## src/rtl/seq_selection_sorter.sv

```systemverilog
// seq_selection_sorter
//   Handshaked selection-sort engine. Loads N words serially, sorts them in
//   place with one compare per cycle, then streams them out in order.
//
//   Ports:
//     clk        rising-edge clock
//     rst_n      asynchronous active-low reset
//     in_valid   in_data valid          in_ready   element accepted this cycle
//     in_data    element to load
//     out_valid  out_data valid         out_ready  consumer takes out_data
//     out_data   sorted element         out_last   final element of the batch
//     busy       sorting or unloading
//
//   state     | meaning
//   ----------+---------------------------------------------------------
//   S_LOAD    | accepting elements into mem[cnt]
//   S_COMPARE | scan mem[j] against the current extreme mem[min_idx]
//   S_SWAP    | exchange mem[i] with mem[min_idx], advance the outer pass
//   S_UNLOAD  | presenting mem[cnt] to the consumer
module seq_selection_sorter #(
  parameter int N       = 5,
  parameter int WIDTH   = 8,
  parameter int DESCEND = 0
) (
  input  logic             clk,
  input  logic             rst_n,
  input  logic             in_valid,
  output logic             in_ready,
  input  logic [WIDTH-1:0] in_data,
  output logic             out_valid,
  input  logic             out_ready,
  output logic [WIDTH-1:0] out_data,
  output logic             out_last,
  output logic             busy
);

  localparam int IW = (N > 1) ? $clog2(N) : 1;
  localparam logic [IW-1:0] LAST = IW'(N - 1);
  localparam logic [IW-1:0] PEN  = IW'(N - 2);

  typedef enum logic [1:0] {
    S_LOAD    = 2'd0,
    S_COMPARE = 2'd1,
    S_SWAP    = 2'd2,
    S_UNLOAD  = 2'd3
  } state_t;

  state_t state, state_nxt;

  logic [WIDTH-1:0] mem [N];
  logic [IW-1:0]    cnt, i, j, min_idx;
  logic             take_j;

  // Strict compare: equal keys keep the earlier index, matching the
  // combinational reference sorter.
  assign take_j = (DESCEND != 0) ? (mem[j] > mem[min_idx])
                                 : (mem[j] < mem[min_idx]);

  always_comb begin
    state_nxt = state;
    in_ready  = 1'b0;
    out_valid = 1'b0;
    out_last  = 1'b0;
    out_data  = '0;
    busy      = 1'b1;
    case (state)
      S_LOAD: begin
        in_ready = 1'b1;
        busy     = 1'b0;
        if (in_valid && cnt == LAST) state_nxt = S_COMPARE;
      end
      S_COMPARE: begin
        if (j == LAST) state_nxt = S_SWAP;
      end
      S_SWAP: begin
        state_nxt = (i == PEN) ? S_UNLOAD : S_COMPARE;
      end
      S_UNLOAD: begin
        out_valid = 1'b1;
        out_data  = mem[cnt];
        out_last  = (cnt == LAST);
        if (out_ready && cnt == LAST) state_nxt = S_LOAD;
      end
      default: state_nxt = S_LOAD;
    endcase
  end

  always_ff @(posedge clk or negedge rst_n) begin
    if (!rst_n) begin
      state   <= S_LOAD;
      cnt     <= '0;
      i       <= '0;
      j       <= '0;
      min_idx <= '0;
    end else begin
      state <= state_nxt;
      case (state)
        S_LOAD: begin
          if (in_valid) begin
            if (cnt == LAST) begin
              cnt     <= '0;
              i       <= '0;
              j       <= IW'(1);
              min_idx <= '0;
            end else begin
              cnt <= cnt + IW'(1);
            end
          end
        end
        S_COMPARE: begin
          if (take_j) min_idx <= j;
          if (j != LAST) j <= j + IW'(1);
        end
        S_SWAP: begin
          if (i != PEN) begin
            i       <= i + IW'(1);
            min_idx <= i + IW'(1);
            j       <= i + IW'(2);
          end
        end
        S_UNLOAD: begin
          if (out_ready) cnt <= (cnt == LAST) ? '0 : cnt + IW'(1);
        end
        default: ;
      endcase
    end
  end

  // Buffer is deliberately not reset; contents are meaningless after an abort.
  always_ff @(posedge clk) begin
    if (state == S_LOAD && in_valid) mem[cnt] <= in_data;
    if (state == S_SWAP) begin
      mem[i]       <= mem[min_idx];
      mem[min_idx] <= mem[i];
    end
  end

endmodule

```

## config.mk

```make
export PLATFORM = sky130hd
export DESIGN_NAME = seq_selection_sorter
export DESIGN_NICKNAME = d
export VERILOG_FILES = /design/src/rtl/seq_selection_sorter.sv
export SDC_FILE = /design/constraint.sdc
export NUM_CORES = 1
export LEC_CHECK = 0
export ABC_AREA = 1
export CAP_MARGIN = 0
export CORE_MARGIN = 2
export CORE_UTILIZATION = 55
export CTS_CLUSTER_SIZE = 24
export DETAILED_ROUTE_END_ITERATION = 8
export PLACE_DENSITY = 0.77
export REMOVE_ABC_BUFFERS = 1
export SLEW_MARGIN = 20
export SYNTH_ARGS = -nofsm -noshare
export SYNTH_HDL_FRONTEND = slang
export SYNTH_SLANG_ARGS = --single-unit
```

## constraint.sdc

```tcl
create_clock -name clk -period 2.43 [get_ports clk]
set_clock_uncertainty 0.2 [all_clocks]
set_input_delay 0.486 -clock clk [delete_from_list [all_inputs] [get_ports clk]]
set_output_delay 0.486 -clock clk [all_outputs]
set_load 0.005 [all_outputs]
```

==> flow_summary.ini <==
[outcome]
status = finished with violations
violations = negative setup slack

[synthesis]
syn_area_mm2 = 0.004183
ys_warn_count = 0
syn_inst = 557
avgSynthCellArea_um2 = 7.509
ys.flop_type = edfxtp_1
async_flop_share_pct = 25.93
synth_edf_count = 40
synthDistinctLibCells = 40
ys_ff_latch = 54
ys_seq_area_share_pct = 37.09

[grt]
grt_pass1_vias = 4049
grt_remaining_overflow = 0
grt.total_usage_pct = 32.81
grt_start_max_net_pins = 20
grt_pass1_wl_mm = 21.16
antenna_found_initial = 0

[worst_hold_path]
hold_depth = 1
holdPathEnd = state[1]
hp-class = reg -> reg
hp-start = state[1]

[layout]
area_growth_pct = 21.09
n_antenna_cell = 0
multi_input_area_mm2 = 0.002310
nNetsFinal = 642
drive_gt1_share_pct = 19.87
instances_no_fill = 713
layout_common_cells = nand2_1 (101), o21ai_0 (78), inv_1 (52)
utilization_pct = 69.46
final_common_cell = nand2_1
fillers = 625
seqCellArea_mm2 = 0.001553

[placement]
dp_slack_ns = -0.001297
gp_congestion = 1.019
dp_hpwl_mm = 9.554
port_buffers = 23
placed_cells = 695

[die]
rows = 31
start_util_pct = 57.36
io_pins = 24
fp.dieH_um = 91.21
dieArea_mm2 = 0.008318
die_w_um = 91.21
core_mm2 = 0.007292

[clock_network]
cts_tree = yes
cts_root_buffer = clkbuf_8
numClockSinks = 54
clk_latency_ns = 0.32
cts_max_level = 2
numCtsBuffers = 5
clk_pin_slew_ns = 0.11
clockBufferDepth = 2

[routing]
met3_length_mm = 1.562
via_per_inst = 6.173
wl_met2_mm = 6.503
drt-pass1-iter-count = 8
wl_per_cell_um = 19.78
vias = 4401
first_iter_violations = 525
detail-route-antenna-nets = 0
wirelength_mm = 14.11
met1_length_mm = 5.384
drc_errors = 0
top_layer = met4

[power_and_ir_drop]
irDropWorstVdd_mv = 0.4898
power_density_mw_per_mm2 = 1293
p_leak_nw = 2.098

[timing]
fin_ws_ns = -0.07574
fmax_ghz = 0.3991
post-route-min-period_ns = 2.506
maxSlewViolCount = 0
whs_ns = 0.3563
setup_viol = 4
fin_crit_sh_pct = 103.1
tightest_slew_ns = 0.6913
hold_violations = 0
slew_headroom_pct = 53.77
rsz0062_at_grt = yes

[critical_path]
worst_ep_required_time_ns = 2.44
cp-start-kind = register
worstPathCellList = clkinvlp_4 -> buf_4 -> a21oi_1 -> o21ai_0 -> a31oi_1 -> ha_1 -> nand2_1 -> nor2_1 -> a211oi_1 -> nand2_1 -> nand2_2 -> nand2_2 -> nand2_1 -> nand2_1
path_class = reg -> reg
rrSetupSlack_ns = -0.08
r2r-end = min_idx[1]
r2r_start = j[0]
worst_r2r_path_depth = 14
endpoint_kind = register
cp_max_fo = 7
slowest_stage = dfrtp_1
cp_common_cell = nand2_1
crit_path_max_incr_delay_ns = 0.40
cp.arrival_ns = 2.52

[flow_run]
drv_cap = 0
-- through the flow --
step	cell area, um^2	total power, mW	setup TNS (ns)
2_1_floorplan	4034	3.974	-28.89
3_3_place_gp	4788	5.434	-0.09215
3_5_place_dp	4788	5.527	-0.001297
4_1_cts	4892	6.081	-0.1418
5_1_grt	5065	6.979	-0.7671
6_report	5065	6.551	-0.2324
-- repair_timing --
action,4_1_cts,5_1_grt
hold buffers,0,0
pin swaps,0,10
resized for setup,19,51
gates cloned,0,2
setup buffers,2,6
endpoints found under the setup margin,12,42
-- critical path, delay by kind of cell (launching register included) --
family                   cells  cell delay (ns)
flip-flops                   1             0.40
AND/OR/NAND/NOR              7             0.47
adder cells (fa/ha/maj)      1             0.27
buffers and inverters        2             0.41
AO/OA/AOI/OAI                4             0.63
-- Yosys cell counts (2+ instances only) --
master       n  area, um^2
a211oi_1     2       15.01
ha_1        17       212.7
a31oi_1     10       62.56
nor2_2       2       12.51
nand3_1     25       125.1
o211ai_1     8       60.06
nand2_1    102       382.9
o2111ai_1    2       17.52
o21ai_1     19       95.09
a21oi_1     59       295.3
buf_4        4       30.03
clkinv_1     6       22.52
dfrtp_1     14       350.3
o21ai_2     12       105.1
o21ai_0     93       465.5
o31ai_1      2       15.01
or2_2        2       12.51
edfxtp_1    40        1201
nor2_1      31       116.4
nand3_2      2       20.02
nand2_2      3       18.77
a311oi_2     5       75.07
buf_2       10       50.05
inv_1       56       210.2
o22ai_1      4       25.02
clkbuf_1    12       45.04
nor2_4       2       22.52
-- cell families (layout without fill, tap and decap cells) --
| logic type | Yosys count | count (layout) | share of synthesized area [%] |
|---|---|---|---|
| adders and majority gates | 17 | 17 | 5.085 |
| AOI/OAI and AO/OA | 220 | 220 | 30.39 |
| DFF | 54 | 54 | 37.09 |
| xor gates and xnor gates | 1 | 1 | 0.2094 |
| muxes | 1 | 1 | 0.2393 |
| buffers and inverters | 92 | 149 | 9.213 |
| and+or+nand+nor | 172 | 172 | 17.77 |
-- worst max path at each step --
stage                from         end  slack [ns]  depth (start not counted)
4_1_cts            cnt[0]    out_last       -0.14                          6
3_5_place_dp   min_idx[2]  min_idx[1]      -0.001                         14
5_1_grt              j[0]  min_idx[1]       -0.24                         14
2_1_floorplan    state[0]   mem[4][0]       -0.65                          6
3_3_place_gp   min_idx[2]  min_idx[1]       -0.03                         14
6_report             j[0]  min_idx[1]       -0.08                         14
-- layout make-up --
type / instances / share of cell area (%)
well taps: 99 / 2.446
repair buffers: 78 / 14.77
clock inverters: 3 / 0.3211
clock buffers: 5 / 1.359
flip-flops and latches: 54 / 30.66
inverters: 63 / 4.842
multi-input cells: 411 / 45.60
-- report_power, final --
group          total, mW  switching (mW)  internal, mW
clock              0.527           0.328         0.199
combinational       4.37            2.62          1.75
sequential          1.65           0.261          1.39
-- registers in the layout (all words and copies together), names as in the netlist --
signal,count
cnt,3
i,3
j,3
mem,40
min_idx,3
state,2
-- layer usage --
metal	global-route usage [%]	vias to the layer above
li1	-	2066
met3	4.896	54
met4	16.41	0
met1	42.99	1998
met5	0	-
met2	52.96	283
(Power assumes the default switching activity.)
